**config.mk**
```make
export PLATFORM = sky130hd
export DESIGN_NAME = vend_machine
export DESIGN_NICKNAME = d
export VERILOG_FILES = /design/src/rtl/vend_pkg.sv /design/src/rtl/vend_edge_det.sv /design/src/rtl/vend_machine.sv
export SDC_FILE = /design/constraint.sdc
export NUM_CORES = 1
export LEC_CHECK = 0
export ABC_AREA = 1
export CORE_MARGIN = 2
export CORE_UTILIZATION = 60
export DETAILED_ROUTE_END_ITERATION = 16
export GPL_TIMING_DRIVEN = 0
export PLACE_DENSITY = 0.81
export SYNTH_ARGS = -nofsm -noshare
export SYNTH_HDL_FRONTEND = slang
export SYNTH_SLANG_ARGS = --single-unit
```
**constraint.sdc**
```tcl
create_clock -name clk -period 5.9 [get_ports clk]
set_clock_uncertainty 0.2 [all_clocks]
set_input_delay 1.77 -clock clk [delete_from_list [all_inputs] [get_ports clk]]
set_output_delay 1.77 -clock clk [all_outputs]
set_load 0.1 [all_outputs]
```
**src/rtl/vend_pkg.sv**
```systemverilog
// Shared types and constants for the vending controller.
package vend_pkg;

   localparam int unsigned CW_DEFAULT = 9;

   localparam int unsigned C5  = 5;
   localparam int unsigned C10 = 10;
   localparam int unsigned C25 = 25;

   typedef enum logic [1:0] {
      IDLE     = 2'd0,
      DISPENSE = 2'd1,
      GAP      = 2'd2
   } state_t;

endpackage

```
**src/rtl/vend_edge_det.sv**
```systemverilog
// Per-bit rising-edge detector. The previous-value flops load the live
// input during reset, so a level held through reset produces no event.
//   clk, reset : clock and synchronous active-high reset
//   din        : input levels
//   rise_c     : combinational rising-edge flags (prev=0, cur=1)
module vend_edge_det #(
   parameter int unsigned W = 5
) (
   input  logic         clk,
   input  logic         reset,
   input  logic [W-1:0] din,
   output logic [W-1:0] rise_c
);

   logic [W-1:0] prev;

   // Previous-value register; preloaded with the live level in reset.
   always_ff @(posedge clk) begin
      if (reset) prev <= din;
      else       prev <= din;
   end

   assign rise_c = din & ~prev;

endmodule

```
**src/rtl/vend_machine.sv**
```systemverilog
// Coin-operated vending controller: accumulates 5/10/25 credit, sells at a
// programmable price and pays change/refunds one coin per pulse.
//   clk, reset                  : clock, synchronous active-high reset
//   detect_5/10/25              : coin-present levels
//   amount                      : price in cents
//   buy, return_coins           : purchase / refund request levels
//   empty_5/10/25               : dispenser tube empty flags
//   ok                          : purchase accepted pulse
//   return_5/10/25              : dispense-one-coin pulses
module vend_machine
   import vend_pkg::*;
#(
   parameter int unsigned CW = CW_DEFAULT
) (
   input  logic          clk,
   input  logic          reset,
   input  logic          detect_5,
   input  logic          detect_10,
   input  logic          detect_25,
   input  logic [CW-1:0] amount,
   input  logic          buy,
   input  logic          return_coins,
   input  logic          empty_5,
   input  logic          empty_10,
   input  logic          empty_25,
   output logic          ok,
   output logic          return_5,
   output logic          return_10,
   output logic          return_25
);

   localparam int unsigned SW = CW + 1;
   localparam logic [SW-1:0] CMAX = {1'b0, {CW{1'b1}}};

   state_t        state, state_nxt;
   logic [CW-1:0] credit, credit_nxt;
   logic [CW-1:0] change, change_nxt;
   logic          ok_nxt, r5_nxt, r10_nxt, r25_nxt;

   logic [4:0]    lvl, rise_c;
   logic          ev5_c, ev10_c, ev25_c, buy_ev_c, ret_ev_c;
   logic          can_buy_c, sel25_c, sel10_c, sel5_c;
   logic [SW-1:0] coin_sum_c, credit_base_c, credit_total_c;

   assign lvl = {return_coins, buy, detect_25, detect_10, detect_5};

   vend_edge_det #(.W(5)) u_edge (
      .clk    (clk),
      .reset  (reset),
      .din    (lvl),
      .rise_c (rise_c)
   );

   assign ev5_c    = rise_c[0];
   assign ev10_c   = rise_c[1];
   assign ev25_c   = rise_c[2];
   assign buy_ev_c = rise_c[3];
   assign ret_ev_c = rise_c[4];

   assign coin_sum_c = (ev5_c  ? SW'(C5)  : '0)
                     + (ev10_c ? SW'(C10) : '0)
                     + (ev25_c ? SW'(C25) : '0);

   assign can_buy_c = credit >= amount;

   // Greedy coin choice, largest available denomination first.
   assign sel25_c = (change >= CW'(C25)) && !empty_25;
   assign sel10_c = !sel25_c && (change >= CW'(C10)) && !empty_10;
   assign sel5_c  = !sel25_c && !sel10_c && (change >= CW'(C5)) && !empty_5;

   // State register.
   always_ff @(posedge clk) begin
      if (reset) state <= IDLE;
      else       state <= state_nxt;
   end

   // Next-state logic.
   always_comb begin
      state_nxt = state;
      unique case (state)
         IDLE: begin
            if (buy_ev_c) begin
               if (can_buy_c && (credit != amount)) state_nxt = DISPENSE;
            end else if (ret_ev_c && (credit != '0)) begin
               state_nxt = DISPENSE;
            end
         end
         DISPENSE: state_nxt = (sel25_c || sel10_c || sel5_c) ? GAP : IDLE;
         GAP:      state_nxt = (change != '0) ? DISPENSE : IDLE;
         default:  state_nxt = IDLE;
      endcase
   end

   // Output and datapath next values.
   always_comb begin
      ok_nxt        = 1'b0;
      r5_nxt        = 1'b0;
      r10_nxt       = 1'b0;
      r25_nxt       = 1'b0;
      change_nxt    = change;
      credit_base_c = SW'(credit);
      unique case (state)
         IDLE: begin
            // buy wins over a simultaneous refund request
            if (buy_ev_c) begin
               if (can_buy_c) begin
                  ok_nxt        = 1'b1;
                  change_nxt    = credit - amount;
                  credit_base_c = '0;
               end
            end else if (ret_ev_c) begin
               change_nxt    = credit;
               credit_base_c = '0;
            end
         end
         DISPENSE: begin
            if (sel25_c) begin
               r25_nxt    = 1'b1;
               change_nxt = change - CW'(C25);
            end else if (sel10_c) begin
               r10_nxt    = 1'b1;
               change_nxt = change - CW'(C10);
            end else if (sel5_c) begin
               r5_nxt     = 1'b1;
               change_nxt = change - CW'(C5);
            end else begin
               // undispensable remainder goes back to credit
               credit_base_c = SW'(credit) + SW'(change);
               change_nxt    = '0;
            end
         end
         default: ;
      endcase
      // Coins that would overflow the credit are discarded for this cycle.
      credit_total_c = credit_base_c + coin_sum_c;
      if (credit_total_c > CMAX) begin
         credit_nxt = (credit_base_c > CMAX) ? CW'(CMAX) : CW'(credit_base_c);
      end else begin
         credit_nxt = CW'(credit_total_c);
      end
   end

   // Datapath and registered outputs.
   always_ff @(posedge clk) begin
      if (reset) begin
         credit    <= '0;
         change    <= '0;
         ok        <= 1'b0;
         return_5  <= 1'b0;
         return_10 <= 1'b0;
         return_25 <= 1'b0;
      end else begin
         credit    <= credit_nxt;
         change    <= change_nxt;
         ok        <= ok_nxt;
         return_5  <= r5_nxt;
         return_10 <= r10_nxt;
         return_25 <= r25_nxt;
      end
   end

endmodule

```
==> impl_results.md <==
- Status: complete, no violations
- Routed length per instance: 14.7 µm
- Startpoint types: input port
- Vias: about 3300
- Reg2reg setup slack: ~1.4 ns
- Max cap viols: 0
- WP data arrival: between 5 and 6 ns
- Number of routed nets with antenna violations: 0
- H-tree levels: 2
- Crit path launch: amount[6]
- Critical path's largest stage delay: around 0.53 ns
- Clk_lat worst skew: between 0.2 and 0.3 ns
- Period utilization: a little over nine tenths
- WHS: just under 0.3 ns
- Site row count: 26
- Crit path capture type: flip-flop
- Slew HR: about a third
- CP bufs+invs: 2
- Synthesis-stage register bit count: 29
- Vias per cell: about 5.7
- Hold endpoint: state[0]
- Initial antenna violation count: 0
- Power Dens Cells: between 300 and 400 nW/µm²
- Min-Delay Startpoint: state[0]
- Fin. Hold Viols: 0
- Final setup violation count: 0
- Mapped cell area: about 3200 µm²
- Slew @ Worst Pin: between 0.9 and 1 ns
- Layout net count: roughly 570
- Yosys warnings: 0
- Die Ht: between 70 and 80 µm
- Drt first-iter violations: 327
- Fillers: between 400 and 500
- Total grt overflow: 0
- Dpl cell area: between 3000 and 4000 µm²
- Io pins: 23
- Slowest CP cell: fa_1
- Most area-consuming cells after synthesis: dfxtp_1 18%, ha_1 13%, nand2_1 11%
- WL final: approximately 8500 µm
- Req. time, crit path: about 6 ns
- Accumulated negative setup slack: 0 ns
- Max Fclk: between 150 and 200 MHz
- Vias in the first global route: 3127
- Layout area overhead: 14.1%
- Crit-path most repeated cell: nand2_1
- Mean Syn Cell Area: 6.68 µm²
- Top-area cell type share of the netlist area: roughly 18%
- Ant diodes: 0
- Worst vdd ir: 170 µV
- Share of cells above drive strength 1: between 10% and 20%
- Port Buffers: 21
- Layout Cells excl Fill: 580
- Most frequent cell after synthesis: nand2_1
- LEAKAGE: 1.85 nW
- Clk slew on worst S/H paths: 0.07 ns
- Sequential-to-total area share from yosys stat: between 10% and 20%
- Syn Inst Count: between 400 and 500
- Largest net degree at the start of global routing: 11
- Crit-path max FO: 7
- GPL Wtd Cong: between 0.9 and 1
- Initial Util: approximately 63%
- Final Core Density: approximately 71%
- Critical Path Stages: 22
- Finished Cell Area: approximately 3700 µm²
- Critical path class: in2reg
- Synth cell count leaders: 90 x nand2_1, 70 x inv_1, 49 x nor2_1
- Dpl cells: roughly 570
- Worst hold stages: 1
- Netlist cell types: 44
- Minimum clock period after layout: approximately 5.6 ns
- Gr usage total: 29.7%
- DR DRC count: 0
- Slew Viols, Final: 0
- Clock sink count: 29
- Core area: 5140 µm²
- Worst path cell trace: clkdlybuf4s50_1, inv_1, ha_1, nand2_1, nor2_1, nand2_1, nand4_1, nand2_1, nand3_1, nand3_4, a32o_1, fa_1, ha_4, a21oi_2, o21ai_2, nand2_1, nand2_1, nand2_4, nor2_4, nand2_1, o21ai_0, nor2_1
- Critical path's top delay family: simple AND/OR/NAND/NOR gates
- Cts bufs inserted: 5
- Post-CTS Setup Bufs: 0
- Top_reg_cell synth: dfxtp_1
- Reg2Reg Depth: 22
- First-pass GRT wire length: 14300 µm
- Synth area leader: dfxtp_1
- Post-synth EDFFs: 0
- Die area: ~6000 µm²
- CTS tree: done
- Die Wd: slightly below 80 µm
- Ys async rst share: 0%
- Clock Tree Root: clkbuf_8
- Syn Nets: between 500 and 600
- Worst reg2reg startpoint: change[1]
- DP Wirelength: roughly 6500 µm
- CTS Buffer Depth: 2
- Reg-to-Reg End: credit[2]
- Drt first pass iters: 5
- Min-Delay Path Class: reg2reg
## timing repair
action | 4_1_cts | 5_1_grt
hold buffers | 0 | 0
endpoints found under the setup margin | 0 | 9
resized for setup | 0 | 13
## cells in the final DEF, fill, tap and decap left out, types with 3 or more instances in the layout
cell type / instances
a21oi_1: 32
a21oi_2: 3
a31oi_1: 4
clkbuf_1: 6
clkbuf_8: 7
clkdlybuf4s50_1: 21
dfxtp_1: 29
fa_1: 4
ha_1: 29
ha_2: 3
inv_1: 70
inv_2: 5
nand2_1: 90
nand2_2: 8
nand2_4: 5
nand3_1: 29
nand4_1: 6
nor2_1: 47
nor2_2: 4
nor3_1: 3
nor4_1: 3
o211ai_1: 4
o21ai_0: 30
o21ai_1: 4
o22ai_1: 4
xnor2_1: 8
xor2_1: 22
## sequential cells by signal (all words and copies together) (netlist names)
signal and count:
u_edge.prev 5, state 2, return_10 1, credit 9
ok 1, return_25 1, return_5 1, change 9
## worst max-delay path by stage
| stage | end | slack, ns |
|---|---|---|
| finish | credit[2] | 0.31 |
| global route | credit[2] | -0.02 |
| CTS | credit[7] | 0.08 |
| detailed placement | credit[7] | -0.21 |
| global placement | credit[7] | -0.04 |
| floorplan | credit[2] | 0.75 |
## metal layers
layer | wire (µm) | global-route usage [%]
met5 | 0 | 0
met4 | 204 | 10.0
met3 | 569 | 4.24
met2 | 4030 | 51.0
met1 | 3720 | 38.1
## logic make-up (layout without fill, tap and decap cells)
group	Yosys count	in the layout	share of synthesized area [%]
buffers and inverters	84	113	9.85
adder cells (fa/ha/maj)	39	39	16.3
flip-flops	29	29	18.1
AND/OR/NAND/NOR	205	205	30.6
AO/OA/AOI/OAI	94	94	16.9
XOR/XNOR	30	30	8.17
## area by class of cell
type	count	area, µm²	share of cell area [%]
well taps	70	87.6	2.39
flip-flops and latches	29	581	15.8
repair buffers	21	210	5.73
clock buffers	7	96.3	2.63
clock inverters	1	5.00	0.136
inverters	77	289	7.88
plain buffers	7	27.5	0.751
multi-input cells	368	2370	64.7
## metrics by stage
step | setup slack (ns) | total power [W]
floorplan | 0.754 | 0.000831
global placement | -0.0360 | 0.000977
detailed placement | -0.207 | 0.000994
CTS | 0.0820 | 0.00119
global route | -0.0217 | 0.00132
finish | 0.313 | 0.00122
## power by group
part           switching (W)  total (W)  internal, W
clock network      0.0000827   0.000188     0.000105
logic               0.000453   0.000739     0.000286
registers          0.0000680   0.000298     0.000230
total               0.000604    0.00122     0.000621
No activity file was read; power rests on OpenSTA's default activity.
